`src/rtl/channel_mixer_if.sv`:
```
// Shared types and the bus bundle between the operator sequencer and the channel mixer.
// The master side drives operator outputs and register writes; the slave mixes them.
package channel_mixer_pkg;
  localparam int OP_NUM_WIDTH = 5;
  localparam int OP_OUT_WIDTH = 13;

  typedef struct packed {
    logic       valid;
    logic [7:0] address;
    logic [7:0] data;
  } opl2_reg_wr_t;

  typedef struct packed {
    logic                    valid;
    logic [OP_NUM_WIDTH-1:0] op_num;
    logic [OP_OUT_WIDTH-1:0] op_out;   // two's complement operator output
  } operator_out_t;
endpackage

interface channel_mixer_if #(
  parameter int DAC_OUTPUT_WIDTH = 16
);
  import channel_mixer_pkg::*;

  opl2_reg_wr_t                        opl2_reg_wr;
  logic                                ryt;
  operator_out_t                       operator_out;
  logic signed [DAC_OUTPUT_WIDTH-1:0]  sample;
  logic                                sample_valid;
  logic                                frame_error;

  modport master (
    output opl2_reg_wr, ryt, operator_out,
    input  sample, sample_valid, frame_error
  );

  modport slave (
    input  opl2_reg_wr, ryt, operator_out,
    output sample, sample_valid, frame_error
  );
endinterface

```
`src/rtl/channel_mixer.sv`:
```
// Mixes the 18 serial operator outputs of one sample period into a saturated DAC sample
// through a decode / accumulate / output pipeline (three cycles from op 17 to the strobe).
module channel_mixer #(
  parameter int OP_OUT_WIDTH     = channel_mixer_pkg::OP_OUT_WIDTH,
  parameter int DAC_OUTPUT_WIDTH = 16,
  parameter int GAIN_SHIFT       = 1
) (
  input  logic            clk,
  input  logic            reset_n,
  channel_mixer_if.slave  bus
);
  localparam int ACC_W = OP_OUT_WIDTH + 6;
  localparam int SH_W  = ACC_W + GAIN_SHIFT;
  localparam logic signed [SH_W-1:0] DAC_MAX = SH_W'((2 ** (DAC_OUTPUT_WIDTH - 1)) - 1);
  localparam logic signed [SH_W-1:0] DAC_MIN = -DAC_MAX - SH_W'(1);

  logic [8:0]               cnt_q;
  logic [7:0]               wr_idx;
  logic [4:0]               op_num;
  logic [4:0]               grp;
  logic [3:0]               ch;
  logic signed [ACC_W-1:0]  op_ext;
  logic signed [ACC_W-1:0]  contrib_d;

  logic                     a_valid_q, a_first_q, a_last_q;
  logic signed [ACC_W-1:0]  a_contrib_q;

  logic signed [ACC_W-1:0]  acc_q;
  logic [4:0]               count_q;
  logic                     armed_q, b_last_q, b_ok_q;

  logic signed [SH_W-1:0]             shifted;
  logic signed [DAC_OUTPUT_WIDTH-1:0] sat_val;
  logic signed [DAC_OUTPUT_WIDTH-1:0] sample_q;
  logic                               sample_valid_q, frame_error_q;
  logic                               unused_bits;

  assign wr_idx      = bus.opl2_reg_wr.address - 8'hC0;
  assign op_num      = bus.operator_out.op_num;
  assign unused_bits = ^{wr_idx[7:4], bus.opl2_reg_wr.data[7:1]};

  // Operator n belongs to channel (n/6)*3 + n%3; slots 3..5 of each group of six are carriers.
  always_comb begin
    // NOTE: every always_comb output gets a default first so no path can infer a latch.
    contrib_d = '0;
    grp       = op_num % 5'd6;
    ch        = 4'((op_num / 5'd6) * 5'd3 + op_num % 5'd3);
    op_ext    = ACC_W'($signed(bus.operator_out.op_out));
    if (op_num > 5'd17) begin
      contrib_d = '0;
    end else if (bus.ryt && op_num >= 5'd12) begin
      if (op_num != 5'd12 || cnt_q[6]) contrib_d = op_ext <<< 1;
    end else if (grp >= 5'd3 || cnt_q[ch]) begin
      contrib_d = op_ext;
    end
  end

  // Pre-shift at ACC_W+GAIN_SHIFT bits so the clamp sees the true value.
  always_comb begin
    shifted = SH_W'(acc_q) <<< GAIN_SHIFT;
    sat_val = shifted[DAC_OUTPUT_WIDTH-1:0];
    if (shifted > DAC_MAX)      sat_val = DAC_MAX[DAC_OUTPUT_WIDTH-1:0];
    else if (shifted < DAC_MIN) sat_val = DAC_MIN[DAC_OUTPUT_WIDTH-1:0];
  end

  always_ff @(posedge clk or negedge reset_n) begin
    if (!reset_n) begin
      cnt_q          <= '0;
      a_valid_q      <= 1'b0;
      a_first_q      <= 1'b0;
      a_last_q       <= 1'b0;
      a_contrib_q    <= '0;
      acc_q          <= '0;
      count_q        <= '0;
      armed_q        <= 1'b0;
      b_last_q       <= 1'b0;
      b_ok_q         <= 1'b0;
      sample_q       <= '0;
      sample_valid_q <= 1'b0;
      frame_error_q  <= 1'b0;
    end else begin
      // NOTE: non-blocking assignments let stage A use the pre-write cnt in the same cycle.
      if (bus.opl2_reg_wr.valid && bus.opl2_reg_wr.address >= 8'hC0 &&
          bus.opl2_reg_wr.address <= 8'hC8) begin
        cnt_q[wr_idx[3:0]] <= bus.opl2_reg_wr.data[0];
      end

      a_valid_q   <= bus.operator_out.valid;
      a_first_q   <= (op_num == 5'd0);
      a_last_q    <= (op_num == 5'd17);
      a_contrib_q <= contrib_d;

      b_last_q <= 1'b0;
      b_ok_q   <= 1'b0;
      if (a_valid_q) begin
        if (a_first_q) begin
          acc_q   <= a_contrib_q;
          count_q <= 5'd1;
          armed_q <= 1'b1;
        end else begin
          acc_q   <= acc_q + a_contrib_q;
          count_q <= (count_q == 5'd31) ? count_q : count_q + 5'd1;
          if (a_last_q) begin
            // count_q of 17 here becomes 18 with this operator: a complete frame.
            b_last_q <= 1'b1;
            b_ok_q   <= armed_q && (count_q == 5'd17);
            armed_q  <= 1'b0;
          end
        end
      end

      sample_valid_q <= b_last_q && b_ok_q;
      frame_error_q  <= b_last_q && !b_ok_q;
      if (b_last_q && b_ok_q) sample_q <= sat_val;
    end
  end

  assign bus.sample       = sample_q;
  assign bus.sample_valid = sample_valid_q;
  assign bus.frame_error  = frame_error_q;
endmodule

```
`src/flat_wrapper.sv`:
```
// flat-port wrapper written by rule: the top's interface ports become plain ports
module channel_mixer_flat 
#(
  parameter int OP_OUT_WIDTH     = channel_mixer_pkg::OP_OUT_WIDTH,
  parameter int DAC_OUTPUT_WIDTH = 16,
  parameter int GAIN_SHIFT       = 1
)
  (clk, reset_n, bus_opl2_reg_wr, bus_ryt, bus_operator_out, bus_sample, bus_sample_valid, bus_frame_error);
  channel_mixer_if #(.DAC_OUTPUT_WIDTH(DAC_OUTPUT_WIDTH)) bus_i ();
  input  logic clk;
  input  logic reset_n;
  input wire logic [$bits(bus_i.opl2_reg_wr)-1:0] bus_opl2_reg_wr;
  input wire logic [$bits(bus_i.ryt)-1:0] bus_ryt;
  input wire logic [$bits(bus_i.operator_out)-1:0] bus_operator_out;
  output wire logic [$bits(bus_i.sample)-1:0] bus_sample;
  output wire logic [$bits(bus_i.sample_valid)-1:0] bus_sample_valid;
  output wire logic [$bits(bus_i.frame_error)-1:0] bus_frame_error;
  assign bus_i.opl2_reg_wr = bus_opl2_reg_wr;
  assign bus_i.ryt = bus_ryt;
  assign bus_i.operator_out = bus_operator_out;
  assign bus_sample = bus_i.sample;
  assign bus_sample_valid = bus_i.sample_valid;
  assign bus_frame_error = bus_i.frame_error;
  channel_mixer #(.OP_OUT_WIDTH(OP_OUT_WIDTH), .DAC_OUTPUT_WIDTH(DAC_OUTPUT_WIDTH), .GAIN_SHIFT(GAIN_SHIFT)) u_core (.clk(clk), .reset_n(reset_n), .bus(bus_i));
endmodule
```
`config.mk`:
```
export PLATFORM = sky130hd
export DESIGN_NAME = channel_mixer_flat
export DESIGN_NICKNAME = d
export VERILOG_FILES = /design/src/rtl/channel_mixer_if.sv /design/src/rtl/channel_mixer.sv /design/src/flat_wrapper.sv
export SDC_FILE = /design/constraint.sdc
export NUM_CORES = 1
export LEC_CHECK = 0
export ABC_AREA = 0
export BUFFER_PORTS_ARGS = -buffer_cell sky130_fd_sc_hd__buf_2
export CORE_ASPECT_RATIO = 0.9
export CORE_MARGIN = 2
export CORE_UTILIZATION = 40
export DETAILED_ROUTE_END_ITERATION = 16
export GPL_TIMING_DRIVEN = 0
export HOLD_SLACK_MARGIN = 0.08
export MAX_ROUTING_LAYER = met4
export PLACE_DENSITY_LB_ADDON = 0.12
export SLEW_MARGIN = 20
export SYNTH_ARGS = -nofsm -noshare
export SYNTH_HDL_FRONTEND = slang
export SYNTH_SLANG_ARGS = --single-unit
export TNS_END_PERCENT = 50
```
`constraint.sdc`:
```
create_clock -name clk -period 4.09 [get_ports clk]
set_input_delay 0.409 -clock clk [delete_from_list [all_inputs] [get_ports clk]]
set_output_delay 0.409 -clock clk [all_outputs]
set_load 0.005 [all_outputs]
```
# [After elaboration in Yosys (flattened, before gate mapping)]
# Cells that the tools add are included.
[totals] inputBits=39 regBits=76 word_cells=72 out_inout_bits=18
[classes] div=3 n_mux=22 n_mul=1 n_addsub=4 n_eq_ne=5 reduce_logical=14 n_lt_le_gt_ge=10
[op_table] op="two-way mux 19 bit" count=5
[op_table] op="two-way mux 16 bit" count=2
[op_table] op="> comparator 20 x 16 -> 1 bit, second input constant" count=1
[op_table] op="less-than comparator 20 x 16 -> 1 bit, second input constant" count=1
[op_table] op="adder 19 bit" count=1
[op_table] op="equality test 5 bit, second input constant" count=3
[op_table] op="less-than comparator 4 x 5 -> 1 bit, second input constant" count=2
[op_table] op="two-way mux 1 bit" count=10
[op_table] op="two-way mux 5 bit" count=2
[op_table] op="bitwise mux 9 bit" count=1
[op_table] op=">= comparator 8 bit, second input constant" count=1
[op_table] op="less-or-equal comparator 8 bit, second input constant" count=1
[op_table] op="logical AND 1 bit" count=7
[op_table] op="adder 5 x 1 -> 5 bit, second input constant" count=1
[op_table] op="divider 5 x 3 -> 5 bit, second input constant" count=1
[op_table] op=">= comparator 5 x 2 -> 1 bit, second input constant" count=1
[op_table] op=">= comparator 5 x 4 -> 1 bit, second input constant" count=1
[op_table] op="> comparator 5 bit, second input constant" count=1
[op_table] op="logical NOT 5 bit" count=1
[op_table] op="modulo 5 x 2 -> 5 bit, second input constant" count=1
[op_table] op="modulo 5 x 3 -> 5 bit, second input constant" count=1
[op_table] op="multiplier 5 x 2 -> 4 bit, second input constant" count=1
[op_table] op="!= test 5 x 4 -> 1 bit, second input constant" count=1
[op_table] op="adder 4 bit" count=1
[op_table] op="other kinds (9)" count=11

# [Longest topological paths before layout]
[depth] word_depth=9 mapped_depth=26

# [Least setup slack after synthesis]
# OpenSTA, ideal clock, no wires.
[synth_timing] path_type="input to register" from="in bus_operator_out[16]" to="reg u_core.a_contrib_q[17]" t_arrival_ps=4810 setup_time_ps=126 stages=26 setup_slack_ps=-845 path_buffers=5 cell_sequence="buf_2 > clkbuf_1 > clkbuf_1 > ha_1 > buf_2 > nor2_1 > nor2_1 > nor3_1 > a21oi_1 > ha_1 > a2111o_1 > o311ai_1 > nand3b_1 > mux2i_1 > fa_1 > inv_1 > ha_1 > inv_1 > fa_1 > xor2_1 > xnor2_1 > xnor2_1 > mux2i_1 > a31oi_2 > buf_6 > a21oi_2"
[synth_via] elab_chain_cells=9 word_cells_on_any_way=18
[synth_lines] element="from (decl)" line="flat_wrapper.sv:14" rtl="input wire logic [$bits(bus_i.operator_out)-1:0] bus_operator_out;"
[synth_lines] element="divider 5 x 3 -> 5 bit" line="channel_mixer.sv:47" rtl="ch = 4'((op_num / 5'd6) * 5'd3 + op_num % 5'd3);"
[synth_lines] element="multiplier 5 x 2 -> 4 bit" line="channel_mixer.sv:47"
[synth_lines] element="adder 4 bit" line="channel_mixer.sv:47"
[synth_lines] element="binary-select mux 1 bit (select 4 bit)" line="channel_mixer.sv:53" rtl="end else if (grp >= 5'd3 || cnt_q[ch]) begin"
[synth_lines] element="two-way mux 1 bit (implied by the code)" line="channel_mixer.sv:53"
[synth_lines] element="logical OR 1 bit" line="channel_mixer.sv:53"
[synth_lines] element="two-way mux 19 bit" line="channel_mixer.sv:53"
[synth_lines] element="two-way mux 19 bit" line="channel_mixer.sv:51" rtl="end else if (bus.ryt && op_num >= 5'd12) begin"
[synth_lines] element="two-way mux 19 bit (*)" line="channel_mixer.sv:49" rtl="if (op_num > 5'd17) begin"
[synth_lines] element="to (signal assigned)" line="channel_mixer.sv:91" rtl="a_contrib_q <= contrib_d;"
[synth_lines] element="to (decl)" line="channel_mixer.sv:26" rtl="logic signed [ACC_W-1:0] a_contrib_q;"
# Mark *: on every way between the ends. The rest lies on a longest branch, timed or not. The select of a mux whose other input is x is not followed.
# A chain may end at the register's enable or synchronous reset.

# [Final worst setup path]
[layout_timing] from="in bus_operator_out[16]" to="reg u_core.a_contrib_q[4]"
[layout_via] elab_chain_cells=9 word_cells_on_any_way=18
[layout_lines] element="divider 5 x 3 -> 5 bit" line="channel_mixer.sv:47"
[layout_lines] element="multiplier 5 x 2 -> 4 bit" line="channel_mixer.sv:47"
[layout_lines] element="adder 4 bit" line="channel_mixer.sv:47"
[layout_lines] element="binary-select mux 1 bit (select 4 bit)" line="channel_mixer.sv:53"
[layout_lines] element="two-way mux 1 bit (implied by the code)" line="channel_mixer.sv:53"
[layout_lines] element="logical OR 1 bit" line="channel_mixer.sv:53"
[layout_lines] element="two-way mux 19 bit" line="channel_mixer.sv:53"
[layout_lines] element="two-way mux 19 bit" line="channel_mixer.sv:51"
[layout_lines] element="two-way mux 19 bit (*)" line="channel_mixer.sv:49"
[layout_lines] element="via u_core.contrib_d[4]" line="channel_mixer.sv:23" rtl="logic signed [ACC_W-1:0] contrib_d;"
# The timed path passes the listed nets; every way through them passes the cells marked *. The select of a mux whose other input is x is not followed.

==> impl_metrics.py <==
metrics = {
    "status": {
        "status": "finished, violations left",
        "violations": "negative setup slack",
    },
    "die": {
        "ios": 57,
        "dieHeight_um": 107,
        "core_region_area_um2": 11500,
        "row_count": 37,
        "start_util_pct": 41.0,
        "fp.dieW_um": 118,
        "die-area_um2": 12700,
    },
    "power_and_ir_drop": {
        "total_power_mw": 3.26,
        "vdd_ir_drop_max_v": 0.000216,
        "power.leakage_nw": 2.78,
        "p_per_area_nw_per_um2": 559,
    },
    "sta": {
        "fmaxAchievable_mhz": 215,
        "hold_viol": 0,
        "tightest_slew_ns": 0.605,
        "layout_min_cycle_time_ns": 4.64,
        "slew-limit-headroom_pct": 59.7,
        "holdWs_ns": 0.178,
        "skew_ns": 0.00955,
        "rsz0062_at_grt": "yes",
        "finalSetupViolations": 14,
        "drv_slew": 0,
        "fin_tns_setup_ns": -7.34,
        "finalCritPeriodShare_pct": 114,
        "final_critical_path_setup_slack_ns": -0.552,
    },
    "yosys": {
        "avgSynthCellArea_um2": 8.87,
        "async_flop_share_pct": 100,
        "synth_nets": 602,
        "yosysWarnings": 0,
        "dominantRegCellSynth": "dfrtp_1",
        "ys_ff_latch": 71,
        "synth_edf_count": 0,
        "synth_area_leaders": "dfrtp_1 38%, ha_1 7.4%, nand2_1 6.0%, a21oi_1 4.4%, o21ai_0 3.7%",
        "netlist_area_um2": 4710,
        "yosysSeqAreaShare_pct": 37.7,
        "netlist.area_leader.share_pct": 37.7,
        "syn_inst": 531,
        "yosys.area.top_type": "dfrtp_1",
        "yosysUniqueCellTypes": 56,
    },
    "global_route": {
        "grt_start_max_net_pins": 39,
        "grt_use_total_pct": 18.5,
        "grt_pass1_vias": 3876,
        "grt_remaining_overflow": 0,
        "grt_pass1_wl_um": 18300,
        "antenna_found_initial": 1,
    },
    "placement": {
        "io_buffers": 48,
        "gp_congestion": 0.852,
        "placed_area_um2": 5230,
        "dp_hpwl_um": 8130,
    },
    "final_layout": {
        "seq_area_um2": 1780,
        "mostFrequentLayoutCell": "nand2_1",
        "drive_above_1_share_pct": 23.9,
        "fin_area_um2": 5830,
        "final_util_pct": 50.8,
        "layout.cells.most_common_list": "74 x nand2_1, 71 x dfrtp_1, 47 x buf_2",
        "nNetsFinal": 680,
        "multi_input_area_um2": 2890,
        "fill_cells": 1123,
        "syn_to_final_growth_pct": 23.9,
    },
    "drt": {
        "drc": 0,
        "wl_um": 10800,
        "drtIter0Drc": 159,
        "post_drt_wl_per_cell_um": 14.1,
        "postRouteAntennaNets": 0,
        "dr.pass1.iters": 4,
        "avgViaCountPerCell": 5.24,
        "vias": 4040,
    },
    "clock_network": {
        "numCtsBuffers": 9,
        "clkTransAtPathRegs_ns": 0.06,
        "cts_buffer_depth": 2,
        "cts_sinks": 71,
        "clkLatencyLatePin_ns": 0.34,
        "cts_tree": "done",
        "htree_num_levels": 3,
        "clock-root-buffer": "clkbuf_16",
    },
    "run": {
        "cap_violations": 0,
    },
    "critical_path": {
        "path_class": "in2reg",
        "critical_path.endpoint_type": "register",
        "path_max_fanout": 6,
        "regToRegSetupSlack_ns": 1.20,
        "worstSetupStartpointType": "primary input",
        "critPathArrivalTime_ns": 4.86,
        "cp.required_ns": 4.31,
    },
    "worst_hold_path": {
        "min_path_type": "in2reg",
    },
}
==> layer usage <==
metal  vias up  GRT usage [%]  wire length [um]
met5         -              -                 0
met4         0           6.63               265
met3        19           3.88               409
met2        75           30.5              5290
met1      1895           22.7              4870
li1       2051              -                 -
==> logic make-up after synthesis <==
family / after synthesis / synth area share, %
mux: 22 / 5.58
xor+xnor: 22 / 4.09
flops: 71 / 37.7
buf+inv: 46 / 3.88
compound gates: 153 / 21.2
fa+ha+maj: 32 / 9.14
simple gates: 185 / 18.4
==> stage by stage <==
| step | worst slack, ns | cells |
|---|---|---|
| floorplan | -0.586 | 531 |
| global placement | -1.19 | 735 |
| detailed placement | -1.21 | 736 |
| CTS | -0.508 | 764 |
| global route | -0.797 | 771 |
| finish | -0.552 | 771 |
==> area by class of cell <==
cell class                      count  area share (%)
Clock inverter                      7            1.78
Multi-Input combinational cell    414            49.5
Timing Repair Buffer               68            7.23
Inverter                           20            1.33
Clock buffer                        9            3.86
Buffer                             25            2.49
Antenna cell                        1          0.0429
Tap cell                          156            3.35
Sequential cell                    71            30.5
==> Yosys cell counts, drive strengths merged, types with 2 or more instances <==
library cell,instances
mux2,14
nand2,75
nand4,3
ha,28
or3,6
nand2b,11
xnor2,12
a21oi,42
and2,3
nor4,7
dfrtp,71
fa,4
o31a,2
o21a,4
nor2b,5
o211ai,6
clkbuf,20
nor3b,3
buf,6
a31o,2
o21ai,43
mux2i,6
and3,4
nor2,42
a22o,3
nand3,5
a21o,19
mux4,2
a211o,2
nor3,11
o22a,5
nor4b,2
a41o,3
xor2,10
a31oi,6
nand3b,4
inv,20
o2111ai,2
o22ai,6
==> worst max-delay path, stage by stage <==
cell,delay [ns]
buf_8,0.10
buf_8,0.11
clkbuf_16,0.13
buf_6,0.11
ha_4,0.17
buf_4,0.15
a31oi_1,0.16
a21oi_1,0.10
ha_1,0.34
a2111o_1,0.34
o311ai_4,0.08
nand3b_1,0.18
mux2i_2,0.24
fa_1,0.43
inv_1,0.07
ha_2,0.16
inv_2,0.03
fa_2,0.34
xor2_2,0.15
xnor2_1,0.14
xnor2_1,0.23
mux2i_1,0.14
a31oi_2,0.28
buf_4,0.21
o21ai_2,0.06
==> path summary, 6_finish.rpt <==
| kind | cells past startpoint | endpoint | startpoint |
|---|---|---|---|
| max | 25 | u_core.a_contrib_q[4] | bus_operator_out[16] |
| min | 1 | u_core.a_valid_q | bus_operator_out[18] |
| max reg2reg | 12 | u_core.acc_q[18] | u_core.acc_q[0] |
| min reg2reg | 1 | u_core.bus.frame_error | u_core.b_ok_q |
| max in group asynchronous | 3 | u_core.a_contrib_q[1] | reset_n |
| min in group asynchronous | 2 | u_core.acc_q[16] | reset_n |
==> flip-flops by register name, summed over array words and instances (netlist names), 5 cells and up <==
| signal | count |
|---|---|
| u_core.count_q | 5 |
| u_core.a_contrib_q | 14 |
| u_core.bus.sample | 16 |
| u_core.cnt_q | 9 |
| u_core.acc_q | 19 |
==> power breakdown <==
group / internal [mW] / total (mW) / switching, mW
combinational: 0.684 / 1.40 / 0.718
clock: 0.542 / 0.866 / 0.323
sequential: 0.847 / 0.993 / 0.146
==> timing repair <==
| action | 4_1_cts | 5_1_grt |
|---|---|---|
| setup buffers | 11 | 6 |
| cloned | 1 | 0 |
| hold buffers | 1 | 0 |
| pin swaps | 24 | 15 |
| hold endpoints to repair | 33 | 0 |
| endpoints found under the setup margin | 14 | 14 |
| resized for setup | 23 | 16 |
No activity file was read; power rests on OpenSTA's default activity.
